### src/rtl/cordic_vec_angle_seq_if.sv
// Handshake bundle between the iterative CORDIC direction source, the angle
// accumulator and the angle consumer.
interface cordic_vec_angle_seq_if #(
  parameter int ANGLE_WIDTH = 16
);
  logic                   start_in;
  logic [1:0]             quad_in;
  logic                   ready_out;
  logic                   dir_vld_in;
  logic                   dir_in;
  logic [ANGLE_WIDTH-1:0] angle_out;
  logic                   angle_vld_out;
  logic                   angle_rdy_in;
  logic                   err_out;

  // Accumulator side
  modport slave (
    input  start_in, quad_in, dir_vld_in, dir_in, angle_rdy_in,
    output ready_out, angle_out, angle_vld_out, err_out
  );

  // Driver/consumer side
  modport master (
    output start_in, quad_in, dir_vld_in, dir_in, angle_rdy_in,
    input  ready_out, angle_out, angle_vld_out, err_out
  );
endinterface

### src/rtl/cordic_vec_angle_seq.sv
// Sequential CORDIC vectoring angle accumulator: one +/-atan(2^-k) step per
// accepted direction beat, quadrant correction on the final stage, held
// output with backpressure and a sticky protocol-error flag.
module cordic_vec_angle_seq #(
  parameter int ANGLE_WIDTH   = 16,
  parameter int CORDIC_STAGES = 16
) (
  input  logic                    clk,
  input  logic                    reset,
  cordic_vec_angle_seq_if.slave   bus
);
  typedef enum logic [1:0] {IDLE, ACC, OUT} state_t;

  localparam int KW = 6;
  localparam logic [KW-1:0] LAST = KW'(CORDIC_STAGES - 1);
  localparam logic [ANGLE_WIDTH-1:0] PI = {1'b1, {(ANGLE_WIDTH-1){1'b0}}};

  // floor(atan(2^-k)/pi * 2^31); narrower angles take the top bits.
  localparam logic [31:0] ATAN32 [32] = '{
    32'h20000000, 32'h12E4051D, 32'h09FB385B, 32'h051111D4,
    32'h028B0D43, 32'h0145D7E1, 32'h00A2F61E, 32'h00517C55,
    32'h0028BE53, 32'h00145F2E, 32'h000A2F98, 32'h000517CC,
    32'h00028BE6, 32'h000145F3, 32'h0000A2F9, 32'h0000517C,
    32'h000028BE, 32'h0000145F, 32'h00000A2F, 32'h00000517,
    32'h0000028B, 32'h00000145, 32'h000000A2, 32'h00000051,
    32'h00000028, 32'h00000014, 32'h0000000A, 32'h00000005,
    32'h00000002, 32'h00000001, 32'h00000000, 32'h00000000
  };

  state_t                 state_q, state_d;
  logic [ANGLE_WIDTH-1:0] z_q, z_d;
  logic [KW-1:0]          k_q, k_d;
  logic [1:0]             quad_q, quad_d;
  logic [ANGLE_WIDTH-1:0] angle_q, angle_d;
  logic                   vld_q, vld_d;
  logic                   err_q, err_d;
  logic [ANGLE_WIDTH-1:0] atan_k, t;

  // Map the accumulated first-quadrant angle back into the input quadrant.
  function automatic logic [ANGLE_WIDTH-1:0] fix(input logic [1:0] q,
                                                 input logic [ANGLE_WIDTH-1:0] a);
    case (q)
      2'b00:   fix = a;
      2'b01:   fix = PI - a;
      2'b11:   fix = PI + a;
      default: fix = -a;
    endcase
  endfunction

  // Current stage's atan step and the tentative next angle.
  always_comb begin
    atan_k = '0;
    if (k_q < KW'(32))
      atan_k = ANGLE_WIDTH'(ATAN32[k_q[4:0]] >> (32 - ANGLE_WIDTH));
    t = bus.dir_in ? (z_q - atan_k) : (z_q + atan_k);
  end

  // Next-state and datapath control.
  always_comb begin
    state_d = state_q;
    z_d     = z_q;
    k_d     = k_q;
    quad_d  = quad_q;
    angle_d = angle_q;
    vld_d   = vld_q;
    err_d   = err_q;
    case (state_q)
      IDLE: begin
        if (bus.dir_vld_in) err_d = 1'b1;
        if (bus.start_in) begin
          z_d     = '0;
          k_d     = '0;
          quad_d  = bus.quad_in;
          state_d = ACC;
        end
      end
      ACC: begin
        if (bus.start_in) err_d = 1'b1;
        if (bus.dir_vld_in) begin
          if (k_q == LAST) begin
            angle_d = fix(quad_q, t);
            vld_d   = 1'b1;
            state_d = OUT;
          end else begin
            z_d = t;
            k_d = k_q + 1'b1;
          end
        end
      end
      OUT: begin
        if (bus.dir_vld_in || bus.start_in) err_d = 1'b1;
        if (bus.angle_rdy_in) begin
          vld_d   = 1'b0;
          state_d = IDLE;
        end
      end
      default: state_d = IDLE;
    endcase
  end

  // State registers with synchronous reset.
  always_ff @(posedge clk) begin
    if (reset) begin
      state_q <= IDLE;
      z_q     <= '0;
      k_q     <= '0;
      quad_q  <= '0;
      angle_q <= '0;
      vld_q   <= 1'b0;
      err_q   <= 1'b0;
    end else begin
      state_q <= state_d;
      z_q     <= z_d;
      k_q     <= k_d;
      quad_q  <= quad_d;
      angle_q <= angle_d;
      vld_q   <= vld_d;
      err_q   <= err_d;
    end
  end

  assign bus.ready_out     = (state_q == IDLE) && !reset;
  assign bus.angle_out     = angle_q;
  assign bus.angle_vld_out = vld_q;
  assign bus.err_out       = err_q;
endmodule
### src/flat_wrapper.sv
// flat-port wrapper written by rule: the top's interface ports become plain ports
module cordic_vec_angle_seq_flat 
#(
  parameter int ANGLE_WIDTH   = 16,
  parameter int CORDIC_STAGES = 16
)
  (clk, reset, bus_start_in, bus_quad_in, bus_dir_vld_in, bus_dir_in, bus_angle_rdy_in, bus_ready_out, bus_angle_out, bus_angle_vld_out, bus_err_out);
  cordic_vec_angle_seq_if #(.ANGLE_WIDTH(ANGLE_WIDTH)) bus_i ();
  input  logic clk;
  input  logic reset;
  input wire logic [$bits(bus_i.start_in)-1:0] bus_start_in;
  input wire logic [$bits(bus_i.quad_in)-1:0] bus_quad_in;
  input wire logic [$bits(bus_i.dir_vld_in)-1:0] bus_dir_vld_in;
  input wire logic [$bits(bus_i.dir_in)-1:0] bus_dir_in;
  input wire logic [$bits(bus_i.angle_rdy_in)-1:0] bus_angle_rdy_in;
  output wire logic [$bits(bus_i.ready_out)-1:0] bus_ready_out;
  output wire logic [$bits(bus_i.angle_out)-1:0] bus_angle_out;
  output wire logic [$bits(bus_i.angle_vld_out)-1:0] bus_angle_vld_out;
  output wire logic [$bits(bus_i.err_out)-1:0] bus_err_out;
  assign bus_i.start_in = bus_start_in;
  assign bus_i.quad_in = bus_quad_in;
  assign bus_i.dir_vld_in = bus_dir_vld_in;
  assign bus_i.dir_in = bus_dir_in;
  assign bus_i.angle_rdy_in = bus_angle_rdy_in;
  assign bus_ready_out = bus_i.ready_out;
  assign bus_angle_out = bus_i.angle_out;
  assign bus_angle_vld_out = bus_i.angle_vld_out;
  assign bus_err_out = bus_i.err_out;
  cordic_vec_angle_seq #(.ANGLE_WIDTH(ANGLE_WIDTH), .CORDIC_STAGES(CORDIC_STAGES)) u_core (.clk(clk), .reset(reset), .bus(bus_i));
endmodule
### config.mk
export PLATFORM = sky130hd
export DESIGN_NAME = cordic_vec_angle_seq_flat
export DESIGN_NICKNAME = d
export VERILOG_FILES = /design/src/rtl/cordic_vec_angle_seq_if.sv /design/src/rtl/cordic_vec_angle_seq.sv /design/src/flat_wrapper.sv
export SDC_FILE = /design/constraint.sdc
export NUM_CORES = 1
export LEC_CHECK = 0
export CORE_MARGIN = 2
export CORE_UTILIZATION = 65
export CTS_CLUSTER_SIZE = 25
export DETAILED_ROUTE_END_ITERATION = 12
export DONT_BUFFER_PORTS = 1
export PLACE_DENSITY = 0.88
export SYNTH_ARGS = -nofsm -noshare
export SYNTH_HDL_FRONTEND = slang
export SYNTH_SLANG_ARGS = --single-unit
### constraint.sdc
create_clock -name clk -period 6.9 [get_ports clk]
set_clock_uncertainty 0.1 [all_clocks]
set_input_delay 2.07 -clock clk [delete_from_list [all_inputs] [get_ports clk]]
set_output_delay 2.07 -clock clk [all_outputs]
set_load 0.02 [all_outputs]
# [Yosys cells after proc, flatten, opt, wreduce, memory -nomap -nowiden]
# Memories as Yosys holds them, arrays and structs flattened.
# Cells that the tools add are included.
[op_classes] add_sub_neg=6 n_lt_le_gt_ge=2 eq_ne=13 n_mux=26 n_bitwise=1 reduce_logical=14
[ops] op="2-to-1 mux 16 bit" count=5
[ops] op="2-to-1 mux 32 bit" count=2
[ops] op="one-hot mux 16 bit (3 select lines)" count=1
[ops] op="one-hot mux 16 bit (2 select lines)" count=1
[ops] op="2-to-1 mux 6 bit" count=3
[ops] op="adder 16 bit" count=1
[ops] op="adder 16 bit, first input constant" count=1
[ops] op="negation 16 bit" count=1
[ops] op="AND reduction 4 bit" count=4
[ops] op="subtractor 16 bit" count=1
[ops] op="subtractor 16 bit, first input constant" count=1
[ops] op="inequality test 2 bit, second input constant" count=6
[ops] op="one-hot mux 6 bit (2 select lines)" count=1
[ops] op="2-to-1 mux 2 bit" count=4
[ops] op="adder 6 x 1 -> 6 bit, second input constant" count=1
[ops] op="== test 6 x 4 -> 1 bit, second input constant" count=1
[ops] op="greater-or-equal comparator 6 bit, second input constant" count=1
[ops] op="less-than comparator 6 bit, second input constant" count=1
[ops] op="2-to-1 mux 1 bit" count=6
[ops] op="inverter 5 -> 6 bit" count=1
[ops] op="one-hot mux 2 bit (3 select lines)" count=1
[ops] op="== test 2 x 1 -> 1 bit, second input constant" count=2
[ops] op="== test 2 bit, second input constant" count=2
[ops] op="zero test 2 bit" count=2
[ops] op="other kinds (10)" count=12
[totals] register_bits=44 mem_bits_ro=1024 wordCells=70 n_memories=1
[memory_table] memory="(name not given)" words=32 width=32 rd=1 rd_clocked_by_memory_dff=0 wr=0 line_no="cordic_vec_angle_seq.sv:54" source="atan_k = ANGLE_WIDTH'(ATAN32[k_q[4:0]] >> (32 - ANGLE_WIDTH));"

# [Logic depth before layout (Yosys ltp)]
# Gate-level depths: netlist of run 1.
[depth] ltp_word=10 mapped_depth=22 depth_no_buf=20

# [Worst setup path before layout of run 1]
# Ideal clock, no wire load.
[synth_timing] path_type="input-to-reg" from="in bus_dir_in" to="reg u_core.angle_q[14], in the netlist u_core.bus.angle_out[14]" setup_time_ps=117 arrival_ps=5546 slack_ps=1137 stages=14 cell_sequence="clkbuf_1 > inv_1 > nor2_1 > a21oi_1 > fa_1 > a211oi_2 > o21a_1 > o311ai_1 > or4_4 > or4_1 > or4_1 > o31ai_1 > mux2i_1 > nand2_1"
[synth_between] elab_chain_cells=3 elab_cells_between_ends=5 classes_between="add/sub: 3; mux: 2"
[synth_rtl] element="start, declared" line_no="flat_wrapper.sv:14" source="input wire logic [$bits(bus_i.dir_in)-1:0] bus_dir_in;"
[synth_rtl] element="2-to-1 mux 16 bit (*)" line_no="cordic_vec_angle_seq.sv:55" source="t = bus.dir_in ? (z_q - atan_k) : (z_q + atan_k);"
[synth_rtl] element="negation 16 bit, or another cell as far along" line_no="cordic_vec_angle_seq.sv:46" source="default: fix = -a;"
[synth_rtl] element="one-hot mux 16 bit (3 select lines) (*)" line_no="cordic_vec_angle_seq.sv:42" source="case (q)"
[synth_rtl] element="end signal, assigned" line_no="cordic_vec_angle_seq.sv:116" source="angle_q <= angle_d;"
[synth_rtl] element="end, declared" line_no="cordic_vec_angle_seq.sv:34" source="logic [ANGLE_WIDTH-1:0] angle_q, angle_d;"
# Mark *: on every way between the ends. The rest lies on a longest branch, timed or not.
# A chain may end at the register's enable or synchronous reset.

# [Worst setup path in the final report of run 1]
[layout_timing] from="reg u_core.k_q[0]" to="reg u_core.angle_q[14], in the netlist u_core.bus.angle_out[14]"
[layout_between] elab_chain_cells=9 elab_cells_between_ends=15 classes_between="add/sub: 5; order compare: 1; eq/ne: 1; mux: 5; bitwise: 1; reduce/logical: 1; memory: 1"
[layout_rtl] element="start, declared" line_no="cordic_vec_angle_seq.sv:32" source="logic [KW-1:0] k_q, k_d;"
[layout_rtl] element="start signal, assigned" line_no="cordic_vec_angle_seq.sv:114" source="k_q <= k_d;"
[layout_rtl] element="inverter 5 -> 6 bit (implied by the code)" line_no="cordic_vec_angle_seq.sv:54"
[layout_rtl] element="memory read (32 x 32 bit)"
[layout_rtl] element="2-to-1 mux 32 bit (implied by the code) (2 in a row)" line_no="cordic_vec_angle_seq.sv:54"
[layout_rtl] element="2-to-1 mux 16 bit" line_no="cordic_vec_angle_seq.sv:53" source="if (k_q < KW'(32))"
[layout_rtl] element="adder 16 bit or subtractor 16 bit (tied branches)" line_no="cordic_vec_angle_seq.sv:55"
[layout_rtl] element="2-to-1 mux 16 bit" line_no="cordic_vec_angle_seq.sv:55"
[layout_rtl] element="negation 16 bit, or another cell as far along" line_no="cordic_vec_angle_seq.sv:46"
[layout_rtl] element="one-hot mux 16 bit (3 select lines)" line_no="cordic_vec_angle_seq.sv:42"
# Several ways; a longest one is shown, not always the timed one. The select of a mux whose other input is x is not followed.

==> flow_summary.ini, run 1 <==
[status]
status = finished, final reports clean

[floorplan]
die_x_um = 77.0
coreArea_mm2 = 0.00514
die_h_um = 77.0
dieArea_mm2 = 0.00593
rows = 26
initial_core_util = 0.674
io-pin-count = 27

[timing]
maxSlewViolCount = 0
fin_crit_ps = 5470
fin_setup_tns_ps = 0
setup_violations = 0
tightest_slew_ps = 794
timing.final.hold_violations = 0
setup_ws_ps = 1430
rsz0062_at_grt = false
fin_crit_sh = 0.793
clock.fmax_mhz = 183
maxSlewHeadroom = 0.470

[cells_and_area]
nFillCells = 429
layout-drive-gt1-share = 0.0473
design_area_mm2 = 0.00358
final_cell_mix = nor2_1 (72), dfxtp_1 (44), a21oi_1 (36), nand2_1 (32)
fin_util = 0.697
layout_commonest_cell = nor2_1
area_growth_pct = 3.36
final_cells = 514
antennaDiodeCount = 0
fin_nets = 478

[worst_hold_path]
hold_class = register to register

[place]
dpl_cell_area_mm2 = 0.00347
dp_hpwl_um = 5930
dp_slack_ps = 1260
gp_congestion = 0.935
dp.cells = 506
io_buffers = 0

[drt]
via_per_inst = 6.46
wirelength_um = 8250
drt_iter0_markers = 324
drtAntennaViolNets = 0
vias = 3323
remaining_drc_errors = 0
dr.pass1.iters = 5
avgRoutedWirePerCell_um = 16.1

[synth]
synth_warnings = 0
synthCells = 459
synth.avg_cell_area_um2 = 7.55
ys.flop_type = dfxtp_1
synth_edf_count = 0
syn_area_mm2 = 0.00346
ys_async_sr_fraction = 0
synth_cell_types = 55
synth_nets = 494
yosysSeqAreaShare = 0.254
ys_ff_latch = 44

[grt]
antenna_found_initial = 0
grt-ovfl-total = 0
grt_pass1_wl_um = 14000
grt_max_degree = 47
grt_pass1_vias = 3005
grt_util_all_layers = 0.288

[worst_setup_path]
reg2reg_setup_slack_ps = 1430
crit_end = u_core.bus.angle_out[14]
worst-setup-path-type = register to register
cp-startpoint = u_core.k_q[0]
cp.required_ps = 7000
end_kind = register
cp.arrival_ps = 5570
ff2ff_path_depth = 17
r2r_start = u_core.k_q[0]
r2r-end = u_core.bus.angle_out[14]
worstSetupStartpointType = register
critPathMaxFanout = 11

[cts]
cts_sinks = 44
holdBufCountCts = 0
ctsHtreeMaxLevel = 2
cts_setup_buffers = 0
cts-root-buf = clkbuf_8
cts_resized = 0
cts_tree = done
worstSkewPairLatency_ps = 300
cts_made_buffers = 5
cts_buffer_depth = 2
cts.clk_slew.worst_paths_ps = 90

[power_and_ir_drop]
ir_worst_vdd_uv = 142
leakage_nw = 1.39
power_per_cell_area_mw_per_mm2 = 231

[job]
max_cap_viol_count = 0
## critical path, stage by stage, from the launching register on
cell	delay (ps)
dfxtp_1	580
inv_1	220
ha_1	360
nor4_1	290
a31oi_1	80
a21o_1	210
o31ai_1	560
xnor2_1	170
ha_1	370
a2111oi_0	430
o21ai_1	160
nand2_1	100
xnor2_1	130
or4_1	570
or4_1	500
o31ai_1	270
mux2i_1	210
nand2_1	60
## metrics by stage
step,total power [mW],hold slack (ps)
global placement,0.617,367
global route,0.880,425
detailed placement,0.625,377
CTS,0.824,396
floorplan,0.558,354
finish,0.828,395
## logic make-up (layout without fill, tap and decap cells)
logic type,count (synthesis),count (layout),synth area share
DFF,44,44,0.254
adders and majority gates,27,27,0.0997
and+or+nand+nor,159,159,0.221
buffers and inverters,44,29,0.0477
muxes,4,4,0.0116
AOI/OAI and AO/OA,144,144,0.272
xor gates and xnor gates,37,37,0.0935
## worst min-delay path by stage
stage                  startpoint             to  slack [ps]  cells after the start
floorplan           u_core.z_q[0]  u_core.z_q[0]         350                      2
global placement    u_core.z_q[0]  u_core.z_q[0]         370                      2
detailed placement  u_core.z_q[0]  u_core.z_q[0]         380                      2
CTS                 u_core.z_q[0]  u_core.z_q[0]         400                      2
global route        u_core.z_q[0]  u_core.z_q[0]         420                      2
finish              u_core.z_q[0]  u_core.z_q[0]         390                      2
## layout make-up
class / count / area (um^2) / area share
multi-input combinational: 371 / 2420 / 0.675
clock buffer: 5 / 68.8 / 0.0192
timing repair buffer: 1 / 7.51 / 0.00210
sequential: 44 / 881 / 0.246
clock inverter: 3 / 42.5 / 0.0119
inverter: 20 / 75.1 / 0.0210
tap: 70 / 87.6 / 0.0245
## cells in the mapped netlist, types with 2 or more instances
cell type / instances / area share
a21o_1: 10 / 0.022
a21oi_1: 36 / 0.052
a22oi_1: 24 / 0.052
a31oi_1: 10 / 0.018
and3_1: 2 / 0.0036
clkbuf_1: 24 / 0.026
dfxtp_1: 44 / 0.25
ha_1: 26 / 0.094
inv_1: 19 / 0.021
mux2i_1: 4 / 0.012
nand2_1: 32 / 0.035
nand2b_1: 5 / 0.0090
nand3_1: 7 / 0.010
nand3b_1: 3 / 0.0065
nand4_1: 3 / 0.0054
nor2_1: 72 / 0.078
nor2b_1: 5 / 0.0090
nor3_1: 9 / 0.013
nor3b_1: 2 / 0.0043
nor4_1: 2 / 0.0036
o211ai_1: 7 / 0.015
o21a_1: 4 / 0.0087
o21ai_0: 26 / 0.038
o21bai_1: 2 / 0.0043
o22ai_1: 2 / 0.0036
o31ai_1: 6 / 0.013
o41ai_1: 3 / 0.0076
or2_2: 3 / 0.0054
or3_1: 2 / 0.0036
or4_1: 3 / 0.0065
or4_4: 3 / 0.0098
xnor2_1: 25 / 0.063
xor2_1: 12 / 0.030
## per-layer routing
layer,vias up,part of all wire,GRT usage
met3,15,0.069,0.0459
met5,-,0,0
met2,132,0.47,0.469
met1,1562,0.44,0.395
met4,0,0.019,0.0857
li1,1614,-,-
## sequential cells by signal, summed over array words and instances, names as in the netlist
signal and cells:
u_core.z_q 16, u_core.bus.err_out 1, u_core.state_q 2, u_core.bus.angle_vld_out 1
u_core.k_q 6, u_core.bus.angle_out 16, u_core.quad_q 2
## power breakdown
part,internal (mW),switching (mW),leakage [nW],total [mW]
combinational,0.133,0.225,0.982,0.358
sequential,0.263,0.00868,0.356,0.272
clock,0.107,0.0909,0.0541,0.198
total,0.503,0.324,1.39,0.828
No activity file was read; power rests on OpenSTA's default activity.
==> run 2: changes to the inputs <==
Settings changed: CORE_UTILIZATION 65 to 58, PLACE_DENSITY 0.88 to 0.83.
Clock period 6.9 ns to 4.5 ns, I/O delays scaled along.
==> run 2 against run 1 <==
  * Sequential share of layout area shrank 3.9 points
  * Fmax rose by 16%
  * Hold slack better by 6.8 ps
  * First-iteration DRC count increased by 2.5%
  * The flow now finishes with violations (negative setup slack)
  * Total power increased by 75%
  * Largest power group unchanged
  * Combinational power increased by 120%
  * Die area increased by 11%
==> flow_summary.ini, run 2 (synthesized netlist as in run 1, its figures left out) <==
[timing]
tightest_slew_ps = 774
setup_ws_ps = -230
rsz0062_at_grt = true
holdWs_ps = 402
maxSlewViolCount = 0
fin_crit_ps = 4730
fin_setup_tns_ps = -774
setup_violations = 5
clock.fmax_mhz = 211
timing.final.hold_violations = 0
fin_crit_sh = 1.05
maxSlewHeadroom = 0.480

[job]
max_cap_viol_count = 0

[drt]
avgRoutedWirePerCell_um = 17.6
vias = 3769
wirelength_um = 10400
dr.pass1.iters = 5
drtAntennaViolNets = 0
drt_iter0_markers = 332
remaining_drc_errors = 0
via_per_inst = 6.40

[place]
dp_hpwl_um = 7020
gp_congestion = 0.970
io_buffers = 0

[grt]
grt_pass1_wl_um = 15600
grt_util_all_layers = 0.300
grt-ovfl-total = 0
antenna_found_initial = 0
grt_pass1_vias = 3360
grt_max_degree = 47

[worst_setup_path]
worstSetupStartpointType = register
end_kind = register
critPathMaxFanout = 8
r2r_start = u_core.k_q[0]
reg2reg_setup_slack_ps = -230
critPathSlowestCell = or4_4
cp.required_ps = 4580
worst-setup-path-type = register to register
cp_cell_sequence = inv_6 > ha_4 > buf_4 > nor3b_2 > o21ai_1 > buf_4 > nand2_1 > nor2_4 > nor2_1 > xnor2_1 > ha_1 > buf_4 > nand2_1 > o21ai_0 > nand2_1 > xnor2_1 > or4_4 > or4_4 > o31ai_4 > mux2i_1 > nand2_1
cp.arrival_ps = 4810
r2r-end = u_core.bus.angle_out[14]
ff2ff_path_depth = 21
worst_path_most_repeated_cell = nand2_1
slowest_delay_ps = 560
cp-startpoint = u_core.k_q[0]

[worst_hold_path]
min_to = u_core.z_q[0]
min_path_cells = 2
hold_class = register to register
min_from = u_core.z_q[0]

[power_and_ir_drop]
leakage_nw = 1.75
power_per_cell_area_mw_per_mm2 = 335
ir_worst_vdd_uv = 350

[floorplan]
dieArea_mm2 = 0.00661
initial_core_util = 0.592
rows = 28
die_h_um = 81.3
io-pin-count = 27
die_x_um = 81.3
coreArea_mm2 = 0.00585

[status]
status = finished, violations left
violations = negative setup slack

[cells_and_area]
layout-drive-gt1-share = 0.247
antennaDiodeCount = 0
fin_nets = 549
final_cell_mix = buf_4 (70), nor2_1 (69), dfxtp_1 (41), a21oi_1 (33), nand2_1 (30)
fin_util = 0.738
layout_commonest_cell = buf_4
area_growth_pct = 24.7

[cts]
holdBufCountCts = 0
cts_sinks = 44
worstSkewPairLatency_ps = 300
cts-root-buf = clkbuf_8
cts_buffer_depth = 2
cts_tree = done
ctsHtreeMaxLevel = 2
cts_made_buffers = 5
cts.clk_slew.worst_paths_ps = 80
[run 2: report_power, final]
group / internal [mW] / leakage (nW) / switching [mW]
Clock: 0.106 / 0.0410 / 0.127
Combinational: 0.344 / 1.35 / 0.453
Sequential: 0.402 / 0.359 / 0.0147
[run 2: through the flow]
stage               setup WS (ps)  total power [mW]  cell area, um^2  std cells
finish                       -230              1.45             4320        589
global route                 -369              1.51             4320        589
CTS                         0.782              1.37             4180        587
detailed placement           -314              1.10             3950        570
global placement             -128              1.09             3950        570
floorplan                    -182             0.870             3540        459
[run 2: how the worst max path moves through the flow]
stage	slack, ps	end
floorplan	-180	u_core.bus.angle_out[15]
global placement	-130	u_core.bus.angle_out[15]
detailed placement	-310	u_core.bus.angle_out[15]
CTS	0.8	u_core.bus.angle_out[14]
global route	-370	u_core.bus.angle_out[15]
finish	-230	u_core.bus.angle_out[14]
[run 2: what timing repair did]
| item | CTS | global route |
|---|---|---|
| buffers inserted | 10 | 2 |
| setup endpoints to repair | 5 | 9 |
| pin swaps | 12 | 8 |
| gates resized for setup | 28 | 23 |
[run 2: worst max-delay path: cells and delay by family, from the launching register on]
family,cells,cell delay [ps]
compound gates,3,730
xor+xnor,2,370
fa+ha+maj,2,540
buf+inv,4,540
flops,1,430
mux,1,230
simple gates,9,1670
[run 2: layout make-up]
| class | instances | area (um^2) |
|---|---|---|
| Sequential cell | 44 | 892 |
| Multi-Input combinational cell | 371 | 2620 |
| Clock buffer | 6 | 72.6 |
| Fill cell | 403 | 1530 |
| Clock inverter | 1 | 5.00 |
| Tap cell | 75 | 93.8 |
| Inverter | 20 | 85.1 |
| Timing Repair Buffer | 72 | 548 |
[run 2: per-layer routing]
| metal | vias to the layer above | global-route usage | wire (um) |
|---|---|---|---|
| met3 | 41 | 0.0422 | 806 |
| met4 | 0 | 0.0932 | 272 |
| met1 | 1776 | 0.386 | 4070 |
| li1 | 1756 | - | - |
| met5 | - | 0 | 0 |
| met2 | 196 | 0.515 | 5220 |
==> run 3: changes to the inputs <==
Settings changed: ABC_AREA set to 1, CORE_ASPECT_RATIO set to 0.75.
==> run 3 against run 2 <==
  * Synthesized cell count up 24%
  * Critical endpoint is now u_core.bus.angle_out[15]
  * Wire length shrank 8.3%
  * Highest routed layer unchanged
  * The flow now finishes without violations
  * Critical path type unchanged
  * Non-clock buffer count decreased by 68
==> flow_summary.ini, run 3 <==
[status]
status = finished, final reports clean

[cells_and_area]
seq_area_um2 = 883
multi_input_area_mm2 = 0.00248
layout_commonest_cell = nand2_1
design_area_mm2 = 0.00386
antennaDiodeCount = 0
final_cells = 649
area_growth_pct = 5.47
fin_nets = 602
nFillCells = 588
layout-drive-gt1-share = 0.107
final_cell_mix = nand2_1 (158), inv_1 (58), nand3_1 (54), a21oi_1 (51), dfxtp_1 (42)

[place]
gp_congestion = 1.08
dpl_cell_area_mm2 = 0.00371
dp.cells = 640
io_buffers = 0
dp_hpwl_um = 7330

[grt]
grt_util_all_layers = 0.282
grt_max_degree = 36
antenna_found_initial = 0
grt_pass1_wl_um = 15500
grt_pass1_vias = 3356
grt-ovfl-total = 0

[synth]
muxShareOfSynthArea = 0
synthTopCellsByCount = nand2_1 (158), inv_1 (59), nand3_1 (54), a21oi_1 (51), dfxtp_1 (44)
synth_xor_area_frac = 0.0430
synth_top_family_by_area = simple AND/OR/NAND/NOR gates
synth.avg_cell_area_um2 = 6.44
synth_top_area_frac = 0.241
synthCells = 569
yosysSeqAreaShare = 0.241
syn_area_mm2 = 0.00366
ys_ff_latch = 44
synth_warnings = 0
yosys.cell_count.top_type = nand2_1
synth_compound_area_frac = 0.138
yosys.area.top_type = dfxtp_1
ys_async_sr_fraction = 0
ys.flop_type = dfxtp_1
synth_nets = 604
synth_edf_count = 0
synthAdderAreaFrac = 0.0943
synth_simple_gate_area_frac = 0.395
synth_cell_types = 41
yosys-top-cells-area = dfxtp_1 (24%), nand2_1 (16%), ha_1 (8.9%)

[worst_setup_path]
slowest_delay_ps = 420
worst-setup-path-type = register to register
critPathSlowestCell = dfxtp_1
end_kind = register
r2r-end = u_core.bus.angle_out[15]
cp.required_ps = 4660
ff2ff_path_depth = 26
crit_end = u_core.bus.angle_out[15]
r2r_start = u_core.k_q[0]
cp.arrival_ps = 4220
critPathMaxFanout = 7
cp-startpoint = u_core.k_q[0]
reg2reg_setup_slack_ps = 430
worstSetupStartpointType = register

[cts]
ctsHtreeMaxLevel = 2
cts_tree = done
cts_sinks = 44
worstSkewPairLatency_ps = 310
cts_made_buffers = 5
cts-root-buf = clkbuf_8
cts_buffer_depth = 2
cts.clk_slew.worst_paths_ps = 100

[timing]
holdWs_ps = 367
timing.final.hold_violations = 0
clock.fmax_mhz = 246
fin_crit_sh = 0.904
tightest_slew_ps = 637
maxSlewHeadroom = 0.572
maxSlewViolCount = 0
setup_violations = 0
fin_setup_tns_ps = 0
fin_crit_ps = 4070

[floorplan]
coreArea_mm2 = 0.00619
rows = 25
initial_core_util = 0.591
die_x_um = 95.8
die_h_um = 72.8
dieArea_mm2 = 0.00697
io-pin-count = 27

[job]
max_cap_viol_count = 0

[power_and_ir_drop]
power_per_cell_area_mw_per_mm2 = 403
ir_worst_vdd_uv = 186
leakage_nw = 1.82

[drt]
dr.pass1.iters = 4
drtAntennaViolNets = 0
via_per_inst = 5.74
drt_iter0_markers = 250
remaining_drc_errors = 0
wirelength_um = 9500
vias = 3723
avgRoutedWirePerCell_um = 14.6

[worst_hold_path]
hold_class = register to register
[run 3: cell count changes after synthesis, sizes merged, moves of 7 or more]
cell	delta
a21o	-7
clkbuf	-17
nor2	-28
a31oi	-9
inv	+47
xnor2	-16
nand3	+56
a21oi	+18
a22oi	-23
nand2	+135
[run 3: metrics by stage]
| stage | setup slack, ps | utilization | total power [mW] |
|---|---|---|---|
| detailed placement | 190 | 0.600 | 1.19 |
| global route | -6.51 | 0.624 | 1.66 |
| CTS | 128 | 0.618 | 1.51 |
| finish | 434 | 0.624 | 1.56 |
| global placement | 231 | 0.600 | 1.18 |
| floorplan | 824 | - | 1.04 |
[run 3: how the worst min path moves through the flow]
stage | startpoint | to | slack (ps) | depth (start not counted)
2_1_floorplan | u_core.z_q[0] | u_core.z_q[0] | 340 | 2
3_3_place_gp | u_core.z_q[0] | u_core.z_q[0] | 350 | 2
3_5_place_dp | u_core.z_q[0] | u_core.z_q[0] | 350 | 2
4_1_cts | u_core.z_q[0] | u_core.z_q[0] | 360 | 2
5_1_grt | u_core.z_q[0] | u_core.z_q[0] | 390 | 2
6_report | u_core.z_q[0] | u_core.z_q[0] | 370 | 2
[run 3: metal layers]
layer / vias to the layer above / GRT usage / share of wire
li1: 1861 / - / -
met1: 1705 / 0.409 / 0.47
met2: 143 / 0.441 / 0.44
met3: 14 / 0.0455 / 0.081
met4: 0 / 0.0667 / 0.011
met5: - / 0 / 0
[run 3: cell families (layout without fill, tap and decap cells)]
family	count (synthesis)	in the layout
flip-flops	44	44
AO/OA/AOI/OAI	95	95
buffers and inverters	80	79
AND/OR/NAND/NOR	305	305
XOR/XNOR	18	18
adder cells (fa/ha/maj)	27	27
[run 3: final cells by class]
cell class,count,share of cell area
clock buffer,5,0.0178
clock inverter,3,0.0120
timing repair buffer,4,0.00777
sequential,44,0.229
inverter,67,0.0658
multi-input combinational,445,0.642
tap,81,0.0262
[run 3: report_power, final]
part / internal, mW / switching, mW
clock network: 0.168 / 0.162
registers: 0.406 / 0.0130
logic: 0.262 / 0.544
[run 3: what timing repair did]
item,CTS,global route
setup buffers,0,1
endpoints found under the hold margin,0,0
gates resized for setup,0,9
hold buffers,0,0
setup endpoints to repair,0,7
[run 3: worst max-delay path: cells and delay by family, from the launching register on]
family	cells	cell delay, ps
AND/OR/NAND/NOR	13	1480
buffers and inverters	6	500
flip-flops	1	420
AO/OA/AOI/OAI	2	300
XOR/XNOR	2	440
adder cells (fa/ha/maj)	3	770
